[src/rtl/cla_pkg.sv]
// Shared constants and helpers for the pipelined carry-lookahead adder (cla_pipe).
package cla_pkg;

  localparam int unsigned CLA_DEFAULT_WIDTH  = 32;
  localparam int unsigned CLA_DEFAULT_STAGES = 4;
  localparam int unsigned CLA_GROUP_W        = 4;
  localparam int unsigned CLA_MAX_WIDTH      = 1024;

  function automatic int unsigned slice_w(input int unsigned width, input int unsigned stages);
    return width / stages;
  endfunction

  // Saturation pattern in the low `width` bits: 0111..1 for positive, 1000..0 for negative.
  function automatic logic [CLA_MAX_WIDTH-1:0] sat_value(input logic negative,
                                                         input int unsigned width);
    logic [CLA_MAX_WIDTH-1:0] v;
    v = '0;
    for (int unsigned i = 0; i < CLA_MAX_WIDTH; i++) begin
      if (i + 1 < width)       v[i] = ~negative;
      else if (i + 1 == width) v[i] = negative;
    end
    return v;
  endfunction

endpackage

[src/rtl/cla_slice.sv]
// Combinational W-bit carry-lookahead slice built from 4-bit generate/propagate groups.
module cla_slice
  import cla_pkg::*;
#(
  parameter int unsigned W = 8
) (
  input  logic [W-1:0] a,
  input  logic [W-1:0] b,
  input  logic         cin,
  output logic [W-1:0] sum,
  output logic         cout,
  output logic         cmsb
);

  localparam int unsigned NG = (W + CLA_GROUP_W - 1) / CLA_GROUP_W;
  localparam int unsigned PW = NG * CLA_GROUP_W;

  logic [PW-1:0] g, p, c;
  logic [NG-1:0] grp_g, grp_p;
  logic [NG:0]   grp_c;
  logic          run;

  always_comb begin
    // Padding bits propagate so a partial top group passes its carry through.
    g = '0;
    p = '1;
    g[W-1:0] = a & b;
    p[W-1:0] = a ^ b;
    run = 1'b0;
    c = '0;

    for (int unsigned j = 0; j < NG; j++) begin
      grp_g[j] = 1'b0;
      grp_p[j] = 1'b1;
      for (int unsigned i = 0; i < CLA_GROUP_W; i++) begin
        grp_g[j] = g[j*CLA_GROUP_W + i] | (p[j*CLA_GROUP_W + i] & grp_g[j]);
        grp_p[j] = grp_p[j] & p[j*CLA_GROUP_W + i];
      end
    end

    grp_c[0] = cin;
    for (int unsigned j = 0; j < NG; j++) begin
      grp_c[j+1] = grp_g[j] | (grp_p[j] & grp_c[j]);
    end

    for (int unsigned j = 0; j < NG; j++) begin
      run = grp_c[j];
      for (int unsigned i = 0; i < CLA_GROUP_W; i++) begin
        c[j*CLA_GROUP_W + i] = run;
        run = g[j*CLA_GROUP_W + i] | (p[j*CLA_GROUP_W + i] & run);
      end
    end

    sum  = p[W-1:0] ^ c[W-1:0];
    cout = grp_c[NG];
    cmsb = c[W-1];
  end

endmodule

[src/rtl/cla_pipe.sv]
// Pipelined carry-lookahead adder/subtractor, one WIDTH/STAGES-bit slice per stage.
// Define CLA_PIPE_SAT_EN to saturate out_sum on signed overflow.
module cla_pipe
  import cla_pkg::*;
#(
  parameter int unsigned WIDTH  = CLA_DEFAULT_WIDTH,
  parameter int unsigned STAGES = CLA_DEFAULT_STAGES
) (
  input  logic             clk,
  input  logic             rst,
  input  logic             in_valid,
  output logic             in_ready,
  input  logic [WIDTH-1:0] in_a,
  input  logic [WIDTH-1:0] in_b,
  input  logic             in_cin,
  input  logic             in_sub,
  output logic             out_valid,
  input  logic             out_ready,
  output logic [WIDTH-1:0] out_sum,
  output logic             out_cout,
  output logic             out_ovf
);

  localparam int unsigned S = slice_w(WIDTH, STAGES);
  localparam int unsigned L = STAGES - 1;

`ifdef CLA_PIPE_SAT_EN
  localparam bit SAT_EN = 1'b1;
`else
  localparam bit SAT_EN = 1'b0;
`endif

  localparam logic [CLA_MAX_WIDTH-1:0] SAT_POS_FULL = sat_value(1'b0, WIDTH);
  localparam logic [CLA_MAX_WIDTH-1:0] SAT_NEG_FULL = sat_value(1'b1, WIDTH);
  localparam logic [WIDTH-1:0]         SAT_POS      = SAT_POS_FULL[WIDTH-1:0];
  localparam logic [WIDTH-1:0]         SAT_NEG      = SAT_NEG_FULL[WIDTH-1:0];

  typedef struct packed {
    logic             valid;
    logic             carry;
    logic             msb_carry;
    logic [WIDTH-1:0] sum;
    logic [WIDTH-1:0] a_rem;
    logic [WIDTH-1:0] b_rem;
  } stage_t;

  stage_t st  [STAGES];
  stage_t src [STAGES];
  stage_t nxt [STAGES];

  logic [STAGES-1:0]        ld;
  logic [STAGES-1:0][S-1:0] sl_a, sl_b, sl_sum;
  logic [STAGES-1:0]        sl_cin, sl_cout, sl_cmsb;

  // Ready ripples backwards so a draining stage can refill in the same cycle.
  always_comb begin
    ld = '0;
    ld[L] = ~st[L].valid | out_ready;
    for (int unsigned k = L; k > 0; k--) begin
      ld[k-1] = ~st[k-1].valid | ld[k];
    end
  end

  assign in_ready = ld[0];

  always_comb begin
    src[0]       = '0;
    src[0].valid = in_valid;
    src[0].carry = in_sub | in_cin;
    src[0].a_rem = in_a;
    src[0].b_rem = in_sub ? ~in_b : in_b;
    for (int unsigned k = 1; k < STAGES; k++) begin
      src[k] = st[k-1];
    end
    for (int unsigned k = 0; k < STAGES; k++) begin
      sl_a[k]   = src[k].a_rem[k*S +: S];
      sl_b[k]   = src[k].b_rem[k*S +: S];
      sl_cin[k] = src[k].carry;
    end
  end

  for (genvar k = 0; k < STAGES; k++) begin : g_slice
    cla_slice #(.W(S)) u_slice (
      .a    (sl_a[k]),
      .b    (sl_b[k]),
      .cin  (sl_cin[k]),
      .sum  (sl_sum[k]),
      .cout (sl_cout[k]),
      .cmsb (sl_cmsb[k])
    );
  end

  always_comb begin
    for (int unsigned k = 0; k < STAGES; k++) begin
      nxt[k]                 = src[k];
      nxt[k].carry           = sl_cout[k];
      nxt[k].msb_carry       = sl_cmsb[k];
      nxt[k].sum[k*S +: S]   = sl_sum[k];
    end
    // On overflow both operands share a sign, so A's MSB picks the saturation direction.
    if (SAT_EN && (sl_cout[L] ^ sl_cmsb[L])) begin
      nxt[L].sum = nxt[L].a_rem[WIDTH-1] ? SAT_NEG : SAT_POS;
    end
  end

  always_ff @(posedge clk or posedge rst) begin
    if (rst) begin
      for (int unsigned k = 0; k < STAGES; k++) begin
        st[k] <= '0;
      end
    end else begin
      for (int unsigned k = 0; k < STAGES; k++) begin
        if (ld[k]) begin
          if (src[k].valid) st[k]       <= nxt[k];
          else              st[k].valid <= 1'b0;
        end
      end
    end
  end

  assign out_valid = st[L].valid;
  assign out_sum   = st[L].sum;
  assign out_cout  = st[L].carry;
  assign out_ovf   = st[L].carry ^ st[L].msb_carry;

endmodule
[config.mk]
export PLATFORM = sky130hd
export DESIGN_NAME = cla_pipe
export DESIGN_NICKNAME = d
export VERILOG_FILES = /design/src/rtl/cla_pkg.sv /design/src/rtl/cla_slice.sv /design/src/rtl/cla_pipe.sv
export SDC_FILE = /design/constraint.sdc
export NUM_CORES = 1
export LEC_CHECK = 0
export BUFFER_PORTS_ARGS = -buffer_cell sky130_fd_sc_hd__buf_2
export CORE_AREA = 2 2 135 137
export CTS_CLUSTER_SIZE = 8
export DETAILED_ROUTE_END_ITERATION = 8
export DIE_AREA = 0 0 137 139
export PLACE_DENSITY = 0.79
export SETUP_SLACK_MARGIN = 0.02
export SLEW_MARGIN = 30
export SYNTH_ARGS = -nofsm -noshare
export SYNTH_HDL_FRONTEND = slang
export SYNTH_SLANG_ARGS = --single-unit
[constraint.sdc]
create_clock -name clk -period 6.7 [get_ports clk]
set_input_delay 0.335 -clock clk [delete_from_list [all_inputs] [get_ports clk]]
set_output_delay 0.335 -clock clk [all_outputs]
set_load 0.005 [all_outputs]
# ---- Yosys cells after proc, flatten, opt, wreduce, memory -nomap -nowiden
# Cells that the tools add are included.
dict set report word_totals {
  inputBits 70
  output_inout_bits 36
  elab_cells 187
  regBits 281
}
dict set report classes {
  reduce_logical 4
  bitwise 159
  muxes 5
}
# cell n
set ops {}
lappend ops {{$and A1 B1 Y1} 80}
lappend ops {{$xor A8 B8 Y8} 8}
lappend ops {{$or A1 B1 Y1} 61}
lappend ops {{$and A8 B8 Y8} 4}
lappend ops {{$mux W32} 1}
lappend ops {{$not A32 Y32} 1}
lappend ops {{$reduce_and A2 Y1} 4}
lappend ops {{$mux W1} 4}
lappend ops {{$not A1 Y1} 4}
lappend ops {{$xor A1 B1 Y1} 1}

# ---- Logic depth before layout (Yosys ltp)
dict set report logic_depth {
  depth_word 17
  mapped_depth 12
  depth_no_buf 10
}

# ---- Modules after synthesis
# From an unflattened synthesis, not the netlist that was laid out.
dict set report hier_totals {
  cells_unflattened 610
  hier_area_um2 8908.5
}
# mod seq_area_each_um2 cells_each instances area_per_inst_um2
set modules_own_cells {}
lappend modules_own_cells {cla_pipe 4629.4 468 1 7542.2}
lappend modules_own_cells {{cla_slice (g_slice[0].u_slice ...)} 0.0 35 2 344.1}
lappend modules_own_cells {{cla_slice (g_slice[2].u_slice ...)} 0.0 36 2 339.1}

# ---- Worst setup path before layout
# OpenSTA, ideal clock, no wires.
dict set report synth_timing {
  kind {input to register}
  startpoint {input port in_sub}
  endpoint {register st, in the netlist nxt[269]}
  stages 12
  setup_ns 0.083
  arrival_time_ns 3.122
  required_ns 6.617
  path_buffers 2
  slack_ns 3.495
  path_cell_list {buf_2 > buf_2 > xor2_1 > ha_1 > nor3_1 > a211oi_1 > a21oi_1 > fa_1 > fa_1 > fa_1 > xor2_1 > o21ai_0}
}
dict set report synth_via {
  elab_chain_cells 16
  word_cells_on_any_way 22
  cone_classes {mux: 1; bitwise: 21}
}
# item line
set synth_rtl {}
lappend synth_rtl {{start, declared} cla_pipe.sv:16} ;# input logic in_sub,
lappend synth_rtl {{$mux W32} cla_pipe.sv:71} ;# src[0].b_rem = in_sub ? ~in_b : in_b;
lappend synth_rtl {{$xor A8 B8 Y8 or $and A8 B8 Y8 (tied branches)} {cla_slice.sv:28, cla_slice.sv:27}}
lappend synth_rtl {{$and A1 B1 Y1} cla_slice.sv:36} ;# grp_g[j] = g[j*CLA_GROUP_W + i] | (p[j*CLA_GROUP_W + i] & grp_g[j]);
lappend synth_rtl {{$or A1 B1 Y1} cla_slice.sv:36}
lappend synth_rtl {{$and A1 B1 Y1} cla_slice.sv:36}
lappend synth_rtl {{$or A1 B1 Y1} cla_slice.sv:36}
lappend synth_rtl {{$and A1 B1 Y1} cla_slice.sv:36}
lappend synth_rtl {{$or A1 B1 Y1} cla_slice.sv:36}
lappend synth_rtl {{$or A1 B1 Y1} cla_slice.sv:43} ;# grp_c[j+1] = grp_g[j] | (grp_p[j] & grp_c[j]);
lappend synth_rtl {{$and A1 B1 Y1} cla_slice.sv:50} ;# run = g[j*CLA_GROUP_W + i] | (p[j*CLA_GROUP_W + i] & run);
lappend synth_rtl {{$or A1 B1 Y1} cla_slice.sv:50}
lappend synth_rtl {{$and A1 B1 Y1} cla_slice.sv:50}
lappend synth_rtl {{$or A1 B1 Y1} cla_slice.sv:50}
lappend synth_rtl {{$and A1 B1 Y1} cla_slice.sv:50}
lappend synth_rtl {{$or A1 B1 Y1} cla_slice.sv:50}
lappend synth_rtl {{$xor A8 B8 Y8 (*)} cla_slice.sv:54} ;# sum = p[W-1:0] ^ c[W-1:0];
lappend synth_rtl {{end signal, assigned by index} cla_pipe.sv:114} ;# if (src[k].valid) st[k] <= nxt[k];
lappend synth_rtl {{end, declared} cla_pipe.sv:47} ;# stage_t st [STAGES];
# Mark *: on every way between the ends. The rest lies on a longest branch, timed or not.
# A chain may end at the register's enable or synchronous reset.

# ---- Worst setup path in the final report
# Same ends and word-level chain as after synthesis.

==> summary.md <==
| Metric | Value |
|---|---|
| Total Routing Usage GR | `0.164` |
| RSZ-0062 raised after global routing | `false` |
| H-tree levels | `4` |
| Fraction of registers with async set/reset | `1.00` |
| Layout area overhead | `12.7%` |
| Ant. Diodes | `0` |
| Worst Hold Class | `in -> async` |
| Core area | `17700 µm²` |
| Multi-input logic area | `3530 µm²` |
| Worst VDD drop | `0.000231 V` |
| Power Internal | `0.00273 W` |
| Leakage | `4.51 nW` |
| CP Class | `in -> reg` |
| DP Area | `9110 µm²` |
| Post-CTS Resized | `0` |
| Routed wire length | `14600 µm` |
| DR pass1 iterations | `6` |
| Crit path capture type | `register` |
| R2R cell count | `8` |
| Routability cong. | `0.766` |
| Slew headroom | `0.381` |
| Sw Pwr | `0.00116 W` |
| Final Cycle Share | `0.457` |
| CTS tree | `done` |
| Syn. warnings | `0` |
| Port bufs | `105` |
| Crit path DAT | `3330 ps` |
| Setup TNS | `0 ps` |
| Largest net degree at the start of global routing | `111` |
| First-pass GRT wire length | `24400 µm` |
| Initial Util | `0.490` |
| Post-CTS Setup Bufs | `0` |
| Net count after synthesis | `780` |
| Fin Clk Skew | `7.67 ps` |
| Avg Inst Size Synth | `13.2 µm²` |
| M2 GR Usage | `0.264` |
| Die Ht | `139 µm` |
| CP max FO | `34` |
| Count leader, synth | `dfrtp_1` |
| Logic pwr share | `0.279` |
| CTS Buf Count | `17` |
| # rows | `49` |
| Die X | `137 µm` |
| Sequential share of power | `0.451` |
| Share of layout cells above drive strength 1 | `0.387` |
| Initial drt markers | `195` |
| Final slew viol count | `0` |
| Layout fillers | `1483` |
| Worst skew pair latency | `430 ps` |
| Finish-stage setup viols | `0` |
| Mapped Cells | `654` |
| Setup crit start kind | `input pin` |
| Vias in the first global route | `4972` |
| Number of flops mapped to enable cells by yosys | `0` |
| Met1 Use GR | `0.221` |
| Io pins | `106` |
| CTS Hold Bufs | `0` |
| Routed vias/inst | `5.03` |
| Die area | `19000 µm²` |
| Synth top cells by count | `dfrtp_1, mux2_2, nand2_1` |
| Tmin final | `3060 ps` |
| # Max-Cap Violations | `0` |
| Synth area leaders | `dfrtp_1, mux2_2, fa_1` |
| GR Overflow Total | `0` |
| Drt wl/cell | `15.1 µm` |
| Synth cell types | `29` |
| Routing usage on met3 | `0.0406` |
| Layout Nets | `850` |
| Status | `finished clean` |
| Yosys reg bits | `185` |
| Clk pwr share | `0.270` |
| Cell area after synthesis | `8650 µm²` |
| Root buf cell | `clkbuf_16` |
| Yosys top cell area share | `0.535` |
| GR peak layer | `met2` |
| CTS sink count | `185` |
| DRC | `0` |
| Pwr Density | `399 nW/µm²` |
| Critical Path Start | `in_sub` |
| Highest clock rate | `0.327 GHz` |
| Register area | `4630 µm²` |
| Switch share | `0.298` |
| Cell taking the most area after synthesis | `dfrtp_1` |
| Total number of vias | `4861` |
| CTS clk-pin slew, worst paths | `70 ps` |
| DRT antenna net count | `0` |
| CP Data Required Time | `6970 ps` |
| Initial antenna violation count | `0` |
| R2r startpoint | `nxt[115]$_DFFE_PP0P_` |
| Post-DP HPWL | `10000 µm` |
| Design area | `9750 µm²` |
| Clk buf depth | `2` |
| Post-synth top flop | `dfrtp_1` |
| Seq/Total Area, Yosys | `0.535` |
| Final hold vios | `0` |
| Worst-Margin Slew | `928 ps` |
-- per-layer routing --
metal / vias to the layer above / part of all wire
met5: - / 0
met4: 0 / 0.012
met3: 16 / 0.040
met2: 91 / 0.50
met1: 2427 / 0.45
li1: 2327 / -
-- power groups by stage --
stage                     registers (W)  clock network (W)  logic [W]
final                           0.00175            0.00105    0.00109
after global routing            0.00181            0.00112    0.00125
after detailed placement        0.00178                  0    0.00111
after CTS                       0.00176            0.00107    0.00111
after global placement          0.00176                  0    0.00105
after floorplan                 0.00170                  0   0.000939
-- worst max-delay path: stages --
cell	delay, ps
buf_4	460
xor2_1	280
ha_1	240
nor3_1	70
a211oi_1	310
a21oi_1	150
fa_1	420
fa_1	420
fa_1	410
xor2_1	140
o21ai_0	80
-- metrics by stage --
step	hold slack, ps	setup slack (ps)	power (W)	utilization	std cells
after floorplan	443	1340	0.00264	-	654
after global routing	109	3430	0.00417	0.552	966
after detailed placement	467	2890	0.00288	0.516	934
final	29.8	3640	0.00389	0.552	966
after CTS	110	3350	0.00394	0.551	966
after global placement	457	2930	0.00280	0.516	934
-- cell type report --
type | count | share of cell area
sequential | 185 | 0.475
timing repair buffer | 109 | 0.0576
clock buffer | 18 | 0.0451
multi-input combinational | 383 | 0.362
inverter | 28 | 0.0116
clock inverter | 14 | 0.0190
tap | 229 | 0.0294
-- cell usage in the layout (no fill, tap or decap), drive strengths merged, types with 18 or more instances in the layout --
cell type / instances
mux2: 137
xnor2: 29
buf: 109
o21ai: 50
inv: 33
nand2: 51
dfrtp: 185
ha: 32
fa: 24
clkbuf: 18
-- final timing paths --
path	end	slack (ps)
max reg2reg	nxt[86]$_DFFE_PP0P_	3790
max in group asynchronous	nxt[115]$_DFFE_PP0P_	5550
max	nxt[269]$_DFFE_PP0P_	3640
min	nxt[59]$_DFFE_PP0P_	30
min in group clk	nxt[249]$_DFFE_PP0P_	130
min reg2reg	nxt[228]$_DFFE_PP0P_	480
-- state kept, by name, indices dropped and copies added, names as in the netlist --
signal     flops
st             1
nxt          147
out_valid      1
out_cout       1
out_sum       32
sl_cin         3
-- logic make-up (layout without fill, tap and decap cells) --
family,Yosys count,count (layout),synth area share
AO/OA/AOI/OAI,76,76,0.0492
XOR/XNOR,41,41,0.0415
adder cells (fa/ha/maj),56,56,0.102
buffers and inverters,86,169,0.0573
flip-flops,185,185,0.535
multiplexers,137,137,0.178
AND/OR/NAND/NOR,73,73,0.0367
Power figures use the tool's default switching activity.
